<file path="src/rtl/ir_frame_pkg.sv">
// Shared types and helpers for the pulse-distance IR frame encoder.
package ir_frame_pkg;

  typedef enum logic [2:0] {
    ST_IDLE,
    ST_LEAD,
    ST_BIT,
    ST_STOP,
    ST_GAP
  } state_e;

  // Bit period in clock cycles from a period unit and the clock scale.
  function automatic int unsigned bit_cycles(input int unsigned unit, input int unsigned clk_hz);
    return unit * clk_hz;
  endfunction

  function automatic int unsigned max3(input int unsigned a, input int unsigned b,
                                       input int unsigned c);
    int unsigned m;
    m = (a > b) ? a : b;
    return (m > c) ? m : c;
  endfunction

  // Frame is sent LSB first: address, inverted address, code, inverted code.
  function automatic logic [31:0] build_frame(input logic [7:0] addr, input logic [7:0] code);
    return {~code, code, ~addr, addr};
  endfunction

endpackage

</file>
<file path="src/rtl/ir_frame_encoder_pulse_timer.sv">
// Period timer: level is high for the first `mark` cycles after a load, done on the last cycle.
module pulse_timer #(
  parameter int unsigned CW = 8
) (
  input  logic          clk,
  input  logic          rst_n,
  input  logic          load_i,
  input  logic [CW-1:0] period_i,
  input  logic [CW-1:0] mark_i,
  output logic          level_o,
  output logic          done_c
);

  logic [CW-1:0] count_q;
  logic [CW-1:0] period_q;
  logic [CW-1:0] mark_q;
  logic          active_q;
  logic          level_q;
  logic [CW-1:0] count_nxt;

  assign count_nxt = count_q + CW'(1);
  assign done_c    = active_q && (count_nxt == period_q);
  assign level_o   = level_q;

  // A load on the done cycle restarts the count with no gap between periods.
  always_ff @(posedge clk) begin
    if (!rst_n) begin
      count_q  <= '0;
      period_q <= '0;
      mark_q   <= '0;
      active_q <= 1'b0;
      level_q  <= 1'b0;
    end else if (load_i) begin
      count_q  <= '0;
      period_q <= period_i;
      mark_q   <= mark_i;
      active_q <= 1'b1;
      level_q  <= (mark_i != '0);
    end else if (done_c) begin
      count_q  <= '0;
      active_q <= 1'b0;
      level_q  <= 1'b0;
    end else if (active_q) begin
      count_q  <= count_nxt;
      level_q  <= (count_nxt < mark_q);
    end
  end

endmodule

</file>
<file path="src/rtl/ir_frame_encoder.sv">
// Serialises an 8-bit command as a 32-bit pulse-distance frame on a single GPIO line.
module ir_frame_encoder
  import ir_frame_pkg::*;
#(
  parameter int unsigned CLK_HZ   = 250,
  parameter int unsigned BIT_0    = 125,
  parameter int unsigned BIT_1    = 225,
  parameter int unsigned MARK_CYC = (BIT_0 * CLK_HZ) / 2,
  parameter int unsigned LEAD_CYC = 2 * BIT_1 * CLK_HZ,
  parameter int unsigned GAP_CYC  = BIT_1 * CLK_HZ,
  parameter logic [7:0]  ADDR     = 8'h00
) (
  input  logic       clk,
  input  logic       rst_n,
  input  logic       code_valid,
  input  logic [7:0] code_in,
  output logic       code_ready,
  output logic       gpio,
  output logic       busy
);

  localparam int unsigned N_0 = bit_cycles(BIT_0, CLK_HZ);
  localparam int unsigned N_1 = bit_cycles(BIT_1, CLK_HZ);
  localparam int unsigned CW  = $clog2(max3(N_1, LEAD_CYC, GAP_CYC) + 1);

  if (!(MARK_CYC > 0 && MARK_CYC < N_0)) begin : g_bad_mark
    $fatal(1, "MARK_CYC must satisfy 0 < MARK_CYC < N_0");
  end
  if (!(N_0 < N_1)) begin : g_bad_bits
    $fatal(1, "N_0 must be shorter than N_1");
  end
  if (LEAD_CYC < 2) begin : g_bad_lead
    $fatal(1, "LEAD_CYC must be at least 2");
  end
  if (GAP_CYC < 1) begin : g_bad_gap
    $fatal(1, "GAP_CYC must be at least 1");
  end

  state_e        state_q, state_d;
  logic [31:0]   frame_q, frame_d;
  logic [4:0]    bit_idx_q, bit_idx_d;
  logic [4:0]    bit_idx_nxt;
  logic          code_ready_q, busy_q;
  logic          load_c;
  logic [CW-1:0] period_c, mark_c;
  logic          done_c;

  function automatic logic [CW-1:0] bit_period(input logic b);
    return b ? CW'(N_1) : CW'(N_0);
  endfunction

  assign bit_idx_nxt = bit_idx_q + 5'd1;

  always_ff @(posedge clk) begin
    if (!rst_n) begin
      state_q      <= ST_IDLE;
      frame_q      <= '0;
      bit_idx_q    <= '0;
      code_ready_q <= 1'b0;
      busy_q       <= 1'b0;
    end else begin
      state_q      <= state_d;
      frame_q      <= frame_d;
      bit_idx_q    <= bit_idx_d;
      code_ready_q <= (state_d == ST_IDLE);
      busy_q       <= (state_d != ST_IDLE);
    end
  end

  // Next state and timer load selection; each load lands on the previous period's done cycle.
  always_comb begin
    state_d   = state_q;
    frame_d   = frame_q;
    bit_idx_d = bit_idx_q;
    load_c    = 1'b0;
    period_c  = '0;
    mark_c    = '0;
    unique case (state_q)
      ST_IDLE: begin
        if (code_valid && code_ready_q) begin
          frame_d   = build_frame(ADDR, code_in);
          bit_idx_d = '0;
          load_c    = 1'b1;
          period_c  = CW'(LEAD_CYC);
          mark_c    = CW'(LEAD_CYC / 2);
          state_d   = ST_LEAD;
        end
      end
      ST_LEAD: begin
        if (done_c) begin
          load_c   = 1'b1;
          period_c = bit_period(frame_q[0]);
          mark_c   = CW'(MARK_CYC);
          state_d  = ST_BIT;
        end
      end
      ST_BIT: begin
        if (done_c) begin
          load_c = 1'b1;
          mark_c = CW'(MARK_CYC);
          if (bit_idx_q == 5'd31) begin
            period_c = CW'(MARK_CYC);
            state_d  = ST_STOP;
          end else begin
            bit_idx_d = bit_idx_nxt;
            period_c  = bit_period(frame_q[bit_idx_nxt]);
          end
        end
      end
      ST_STOP: begin
        if (done_c) begin
          load_c   = 1'b1;
          period_c = CW'(GAP_CYC);
          state_d  = ST_GAP;
        end
      end
      ST_GAP: begin
        if (done_c) begin
          state_d = ST_IDLE;
        end
      end
      default: state_d = ST_IDLE;
    endcase
  end

  pulse_timer #(
    .CW(CW)
  ) u_timer (
    .clk      (clk),
    .rst_n    (rst_n),
    .load_i   (load_c),
    .period_i (period_c),
    .mark_i   (mark_c),
    .level_o  (gpio),
    .done_c   (done_c)
  );

  assign code_ready = code_ready_q;
  assign busy       = busy_q;

endmodule

</file>
<file path="config.mk">
export PLATFORM = sky130hd
export DESIGN_NAME = ir_frame_encoder
export DESIGN_NICKNAME = d
export VERILOG_FILES = /design/src/rtl/ir_frame_pkg.sv /design/src/rtl/ir_frame_encoder_pulse_timer.sv /design/src/rtl/ir_frame_encoder.sv
export SDC_FILE = /design/constraint.sdc
export NUM_CORES = 1
export LEC_CHECK = 0
export ABC_AREA = 1
export CAP_MARGIN = 20
export CELL_PAD_IN_SITES_DETAIL_PLACEMENT = 1
export CELL_PAD_IN_SITES_GLOBAL_PLACEMENT = 2
export CORE_MARGIN = 8
export CORE_UTILIZATION = 35
export CTS_BUF_LIST = sky130_fd_sc_hd__clkbuf_2
export DETAILED_ROUTE_END_ITERATION = 12
export PLACE_DENSITY_LB_ADDON = 0.1
export SLEW_MARGIN = 20
export SYNTH_ARGS = -nofsm -noshare
export SYNTH_HDL_FRONTEND = slang
export SYNTH_SLANG_ARGS = --single-unit
export TNS_END_PERCENT = 10
</file>
<file path="constraint.sdc">
create_clock -name clk -period 2.9 [get_ports clk]
set_input_delay 0.58 -clock clk [delete_from_list [all_inputs] [get_ports clk]]
set_output_delay 0.58 -clock clk [all_outputs]
set_load 0.01 [all_outputs]
</file>
==> flow_metrics.py, run 1 <==
metrics = {
    "status": {
        "status": "finished clean",
    },
    "synthesis": {
        "synth_area_leaders": "dfxtp_1 32%, nand2_1 16%, nand3_1 7.5%, a21oi_1 6.6%, nor2_1 6.4%",
        "synth_compound_area_share_pct": 14.9,
        "ys_types": 37,
        "synth_area_leader_cell": "dfxtp_1",
        "ys_warn_count": 0,
        "synth_top_area_share_pct": 32.1,
        "synth-simple-area-share_pct": 38.7,
        "synth_adder_area_share_pct": 5.27,
        "synth_common_cells": "165 x nand2_1, 65 x nor2_1, 61 x dfxtp_1",
        "synth_fp_nets": 612,
        "synth_top_family_by_area": "simple AND/OR/NAND/NOR gates",
        "synth_top_flop_cell": "dfxtp_1",
        "synth_mux_area_share_pct": 0,
        "async_reset_ff_share_pct": 0,
        "synth-xor-area-share_pct": 0.922,
        "synth_seq_cells": 61,
        "synthesis.instances": 585,
        "synth_edf_count": 0,
        "syn_area_per_cell_um2": 6.50,
        "seq_area_frac_synth_pct": 32.1,
        "netlist_area_mm2": 0.00380,
        "synthMostInstantiatedCell": "nand2_1",
    },
    "timing": {
        "finalCritPeriodShare_pct": 91.0,
        "hold_slack_ns": 0.470,
        "period_needed_ns": 2.64,
        "worst_pin_slew_ns": 0.989,
        "slew_violations": 0,
        "clock_skew_ns": 0.0243,
        "fmax_mhz": 379,
        "finalHoldViolCount": 0,
        "finalWorstSetupSlack_ns": 0.261,
        "setup_viol": 0,
        "relSlewSlack_pct": 34.0,
    },
    "worst_setup_path": {
        "r2r_cells": 16,
        "worstPathMaxFanout": 6,
        "r2r-end": "u_timer.level_o",
        "worstSetupStartpointType": "flip-flop",
        "r2r_start": "u_timer.count_q[0]",
        "criticalPathCategory": "reg -> reg",
        "r2r_setup_slack_ns": 0.26,
        "required_ns": 3.37,
        "cp.arrival_ns": 3.11,
        "cp_slowest_cell": "dfxtp_4",
        "crit_path_cell_trace": "ha_2 -> nand2_2 -> nor2_4 -> nand3_1 -> nand2_1 -> nand2_1 -> ha_1 -> a21oi_1 -> nor2_1 -> a211oi_1 -> nor2_1 -> nor2_1 -> nand2_1 -> nor2_1 -> o21ai_0 -> a21oi_1",
        "crit_family": "simple AND/OR/NAND/NOR gates",
        "cp.depth": 16,
        "max_stage_delay_ns": 0.42,
        "crit_buf_inv": 0,
        "crit_top_cell": "nor2_1",
        "worstSetupEndpointType": "flip-flop",
    },
    "placement": {
        "gp_congestion": 0.841,
        "dp_hpwl_um": 9670,
        "io_buffer_count": 13,
        "placed_area_mm2": 0.00408,
        "dp_slack_ns": 0.144,
    },
    "floorplan": {
        "rows": 38,
        "io_pins": 14,
        "dieArea_mm2": 0.0145,
        "die_h_um": 120,
        "start_util_pct": 35.5,
        "fp.dieW_um": 120,
        "core_area_mm2": 0.0107,
    },
    "grt": {
        "grt_pass1_wl_um": 20300,
        "gr-usage-all-layers_pct": 18.0,
        "antenna_found_initial": 0,
        "grt_pass1_vias": 4023,
        "grt_max_degree": 31,
        "grt_overflow": 0,
    },
    "cells_and_area": {
        "fin_nets": 629,
        "area_growth_pct": 10.6,
        "drive_above_1_share_pct": 10.2,
        "antenna_cells": 0,
        "final_area_mm2": 0.00420,
        "final_util_pct": 39.3,
    },
    "power_and_ir_drop": {
        "finalPower_w": 0.00186,
        "vdd_ir_drop_max_mv": 0.215,
        "p_leak_nw": 1.84,
        "power_density_mw_per_mm2": 444,
    },
    "clocking": {
        "cts-buffers-inserted": 9,
        "cts_setup_buffers": 0,
        "clkSlewWorstSetupHoldPaths_ns": 0.18,
        "h-tree-depth": 3,
        "ctsHoldBuffers": 0,
        "root_buffer": "clkbuf_2",
        "clockBufferDepth": 2,
        "clk_latency_ns": 0.55,
        "cts.sinks": 61,
        "cts_tree": "done",
    },
    "routing": {
        "highest_layer": "met4",
        "route.met2.wl_um": 6140,
        "avgRoutedWirePerCell_um": 16.5,
        "detail_route.vias_per_cell": 5.09,
        "met3_length_um": 253,
        "ant_nets": 0,
        "drt-met1-wl_um": 5540,
        "routed_wl_um": 12300,
        "vias": 3803,
        "drt_iter0_markers": 158,
        "drc": 0,
        "drt_pass1_iterations": 4,
    },
    "min_path": {
        "min_from": "frame_q[31]",
        "worstHoldEndpoint": "frame_q[31]",
        "hold_path.class": "reg -> reg",
        "hold_depth": 2,
    },
    "job": {
        "drv_cap": 0,
    },
}
-- cell type report --
class	instances	area (µm²)
clock buffers	10	50.0
clock inverters	6	40.0
fillers	1418	6490
inverters	63	236
multi-input cells	448	2300
flip-flops and latches	61	1230
well taps	140	175
repair buffers	19	175
-- through the flow --
stage | cells | TNS (ns)
floorplan | 585 | 0
global placement | 731 | 0
detailed placement | 731 | 0
CTS | 747 | 0
global route | 747 | -0.00520
finish | 747 | 0
-- layer usage --
metal / track usage (%) / vias up
met3: 3.82 / 16
li1: - / 1954
met2: 32.0 / 48
met1: 20.4 / 1785
met4: 7.73 / 0
met5: 0 / -
-- kinds of logic (layout without fill, tap and decap cells) --
group	count (synthesis)	in the layout
buffers and inverters	76	98
xor gates and xnor gates	4	4
adders and majority gates	16	16
and+or+nand+nor	330	330
AOI/OAI and AO/OA	98	98
DFF	61	61
-- tightest hold or removal path, cell delays in order (launching register included) --
cell	delay (ns)
dfxtp_1	0.34
inv_1	0.06
a21oi_1	0.06
-- cell usage in the layout (no fill, tap or decap), types with 8 or more instances in the layout --
| cell type | instances |
|---|---|
| nand2_2 | 9 |
| nand3_1 | 57 |
| o21ai_0 | 18 |
| clkbuf_2 | 10 |
| nor2_2 | 9 |
| nand2_1 | 164 |
| dfxtp_1 | 59 |
| a21oi_1 | 50 |
| a211oi_1 | 17 |
| clkdlybuf4s50_1 | 13 |
| ha_1 | 15 |
| nor2_1 | 63 |
| inv_1 | 58 |
| nand4_1 | 8 |
-- flip-flops by register name, summed over array words and instances (netlist names), 3 cells and up --
register,cells
u_timer.period_q,12
u_timer.count_q,17
u_timer.mark_q,3
state_q,3
bit_idx_q,5
frame_q,17
-- report_power, final --
part	total [W]	switching, W	internal [W]
sequential	0.000946	0.0000541	0.000892
clock	0.000468	0.000353	0.000114
combinational	0.000450	0.000284	0.000166
total	0.00186	0.000691	0.00117
-- worst max-delay path by stage --
stage | from | endpoint
3_3_place_gp | u_timer.count_q[0] | u_timer.level_o
6_report | u_timer.count_q[0] | u_timer.level_o
4_1_cts | u_timer.count_q[0] | u_timer.level_o
3_5_place_dp | u_timer.count_q[0] | u_timer.level_o
5_1_grt | u_timer.count_q[0] | u_timer.level_o
2_1_floorplan | u_timer.count_q[0] | u_timer.level_o
-- timing repair --
action / in CTS / in global routing
setup endpoints to repair: 0 / 33
endpoints found under the hold margin: 0 / 0
gates resized for setup: 0 / 10
Note: power is estimated with default switching activity, not from simulation.
==> inputs of run 2 (changes only) <==
Settings changed: CORE_UTILIZATION 35 to 34, CTS_BUF_LIST sky130_fd_sc_hd__clkbuf_2 to not set.
==> run 2 against run 1 <==
Against the previous run:
- design area increased by 2.9%
- die area increased by 2.5%
- largest cell class unchanged
- maximum frequency decreased by 0.44%
- largest power group unchanged
- count of clock-buffer cells in the layout increased by 2
- setup slack got worse by 0.012 ns
- combinational power increased by 0.9%
==> flow_metrics.py, run 2 (synthesis results as in run 1) <==
metrics = {
    "floorplan": {
        "io_pins": 14,
        "dieArea_mm2": 0.0148,
        "start_util_pct": 34.9,
        "rows": 38,
        "die_h_um": 122,
        "fp.dieW_um": 122,
        "core_area_mm2": 0.0109,
    },
    "min_path": {
        "worstHoldEndpoint": "frame_q[31]",
        "hold_depth": 2,
        "hold_path.class": "reg -> reg",
        "min_from": "frame_q[31]",
    },
    "clocking": {
        "ctsHoldBuffers": 0,
        "clockBufferDepth": 2,
        "root_buffer": "clkbuf_8",
        "clk_latency_ns": 0.36,
        "h-tree-depth": 3,
        "cts.repair.resized": 0,
        "cts-buffers-inserted": 9,
        "cts.sinks": 61,
        "cts_setup_buffers": 0,
        "clkSlewWorstSetupHoldPaths_ns": 0.08,
        "cts_tree": "done",
    },
    "worst_setup_path": {
        "r2r-end": "u_timer.level_o",
        "worstSetupEndpointType": "flip-flop",
        "crit_path_cell_trace": "ha_2 -> nand3_2 -> nor2_2 -> nand3_1 -> nand2_1 -> nand2_1 -> ha_1 -> nand2_1 -> nand3b_1 -> nor2_1 -> nand2_1 -> a21oi_1 -> nor2_1 -> o21ai_0 -> a21oi_1",
        "crit_top_cell": "nand2_1",
        "worstSetupStartpointType": "flip-flop",
        "max_stage_delay_ns": 0.41,
        "worstPathMaxFanout": 6,
        "criticalPathCategory": "reg -> reg",
        "crit_family": "simple AND/OR/NAND/NOR gates",
        "r2r_setup_slack_ns": 0.25,
        "crit_buf_inv": 0,
        "cp_slowest_cell": "dfxtp_2",
        "required_ns": 3.15,
        "r2r_cells": 15,
        "crit_path_start": "u_timer.count_q[0]",
        "r2r_start": "u_timer.count_q[0]",
        "cp.arrival_ns": 2.90,
    },
    "job": {
        "drv_cap": 0,
    },
    "cells_and_area": {
        "area_growth_pct": 13.8,
        "drive_above_1_share_pct": 9.70,
        "final_util_pct": 39.7,
        "layout_commonest_cell": "nand2_1",
        "fin_nets": 630,
        "top_regs": "frame_q (17), u_timer.count_q (17), u_timer.period_q (12)",
        "antenna_cells": 0,
        "final_cell_mix": "165 x nand2_1, 65 x nor2_1, 59 x dfxtp_1, 58 x inv_1, 57 x nand3_1",
    },
    "routing": {
        "ant_nets": 0,
        "drt_iter0_markers": 124,
        "detail_route.vias_per_cell": 5.09,
        "avgRoutedWirePerCell_um": 16.7,
        "drt_pass1_iterations": 4,
        "vias": 3807,
        "routed_wl_um": 12500,
        "drc": 0,
    },
    "power_and_ir_drop": {
        "vdd_ir_drop_max_mv": 0.229,
        "p_leak_nw": 1.90,
        "power_density_mw_per_mm2": 532,
        "finalPower_w": 0.00230,
    },
    "timing": {
        "finalCritPeriodShare_pct": 91.4,
        "clock_skew_ns": 0.0130,
        "finalHoldViolCount": 0,
        "setup_viol": 0,
        "slew_violations": 0,
        "relSlewSlack_pct": 47.2,
        "worst_pin_slew_ns": 0.791,
        "rsz0062_at_grt": "no",
        "period_needed_ns": 2.65,
        "fmax_mhz": 377,
        "tns_ns": 0,
    },
    "grt": {
        "grt_pass1_wl_um": 20500,
        "grt_overflow": 0,
        "antenna_found_initial": 0,
        "grt_pass1_vias": 4045,
        "grt_max_degree": 22,
        "gr-usage-all-layers_pct": 18.0,
    },
    "status": {
        "status": "finished clean",
    },
    "placement": {
        "dp_hpwl_um": 9910,
        "gp_congestion": 0.863,
        "io_buffer_count": 13,
    },
}
==> run 2: cell types whose count changed in the layout (fill, tap and decap cells not counted), moves of 2 or more <==
cell       previous run  this run
bufinv_16             0         2
clkbuf_2             10         0
nor2_4                6         4
clkbuf_8              0        11
clkinv_4              2         0
nor2_1               63        65
==> run 2: through the flow <==
step                      hold slack [ns]  instance area [µm²]  setup slack (ns)  cells
final                               0.449                 4330             0.249    748
after global routing                0.485                 4330            0.0144    748
after CTS                           0.452                 4320             0.134    748
after detailed placement            0.441                 4090             0.151    732
after global placement              0.437                 4090             0.198    732
after floorplan                     0.422                 3800             0.600    585
==> run 2: power by group <==
group | switching, W | internal, W | leakage, nW | total (W)
clock | 0.000373 | 0.000529 | 0.116 | 0.000902
combinational | 0.000287 | 0.000167 | 1.29 | 0.000454
sequential | 0.0000548 | 0.000891 | 0.498 | 0.000946
total | 0.000715 | 0.00159 | 1.90 | 0.00230
==> run 2: cell type report <==
cell class              count  area, µm²
clock buffers              12        155
flip-flops and latches     61       1220
clock inverters             4       70.1
fillers                  1447       6560
inverters                  63        236
well taps                 140        175
multi-input cells         448       2280
repair buffers             20        183
==> run 2: routing by layer <==
layer / up-vias / routed length, µm / global-route usage, %
met3: 25 / 275 / 2.31
met5: - / 0 / 0
met1: 1771 / 5750 / 21.3
met2: 46 / 5970 / 30.6
li1: 1965 / - / -
met4: 0 / 498 / 10.8
==> run 2: worst max-delay path by stage <==
stage                           end  slack, ns  depth (start not counted)
floorplan           u_timer.level_o       0.60                         16
global placement    u_timer.level_o       0.20                         16
detailed placement  u_timer.level_o       0.15                         15
CTS                 u_timer.level_o       0.13                         15
global route        u_timer.level_o       0.01                         15
finish              u_timer.level_o       0.25                         15
==> run 2: worst register-to-register path: stages, from the launching register on <==
cell      delay (ns)
dfxtp_2         0.41
ha_2            0.24
nand3_2         0.12
nor2_2          0.18
nand3_1         0.11
nand2_1         0.11
nand2_1         0.12
ha_1            0.32
nand2_1         0.05
nand3b_1        0.18
nor2_1          0.17
nand2_1         0.08
a21oi_1         0.14
nor2_1          0.05
o21ai_0         0.18
a21oi_1         0.09
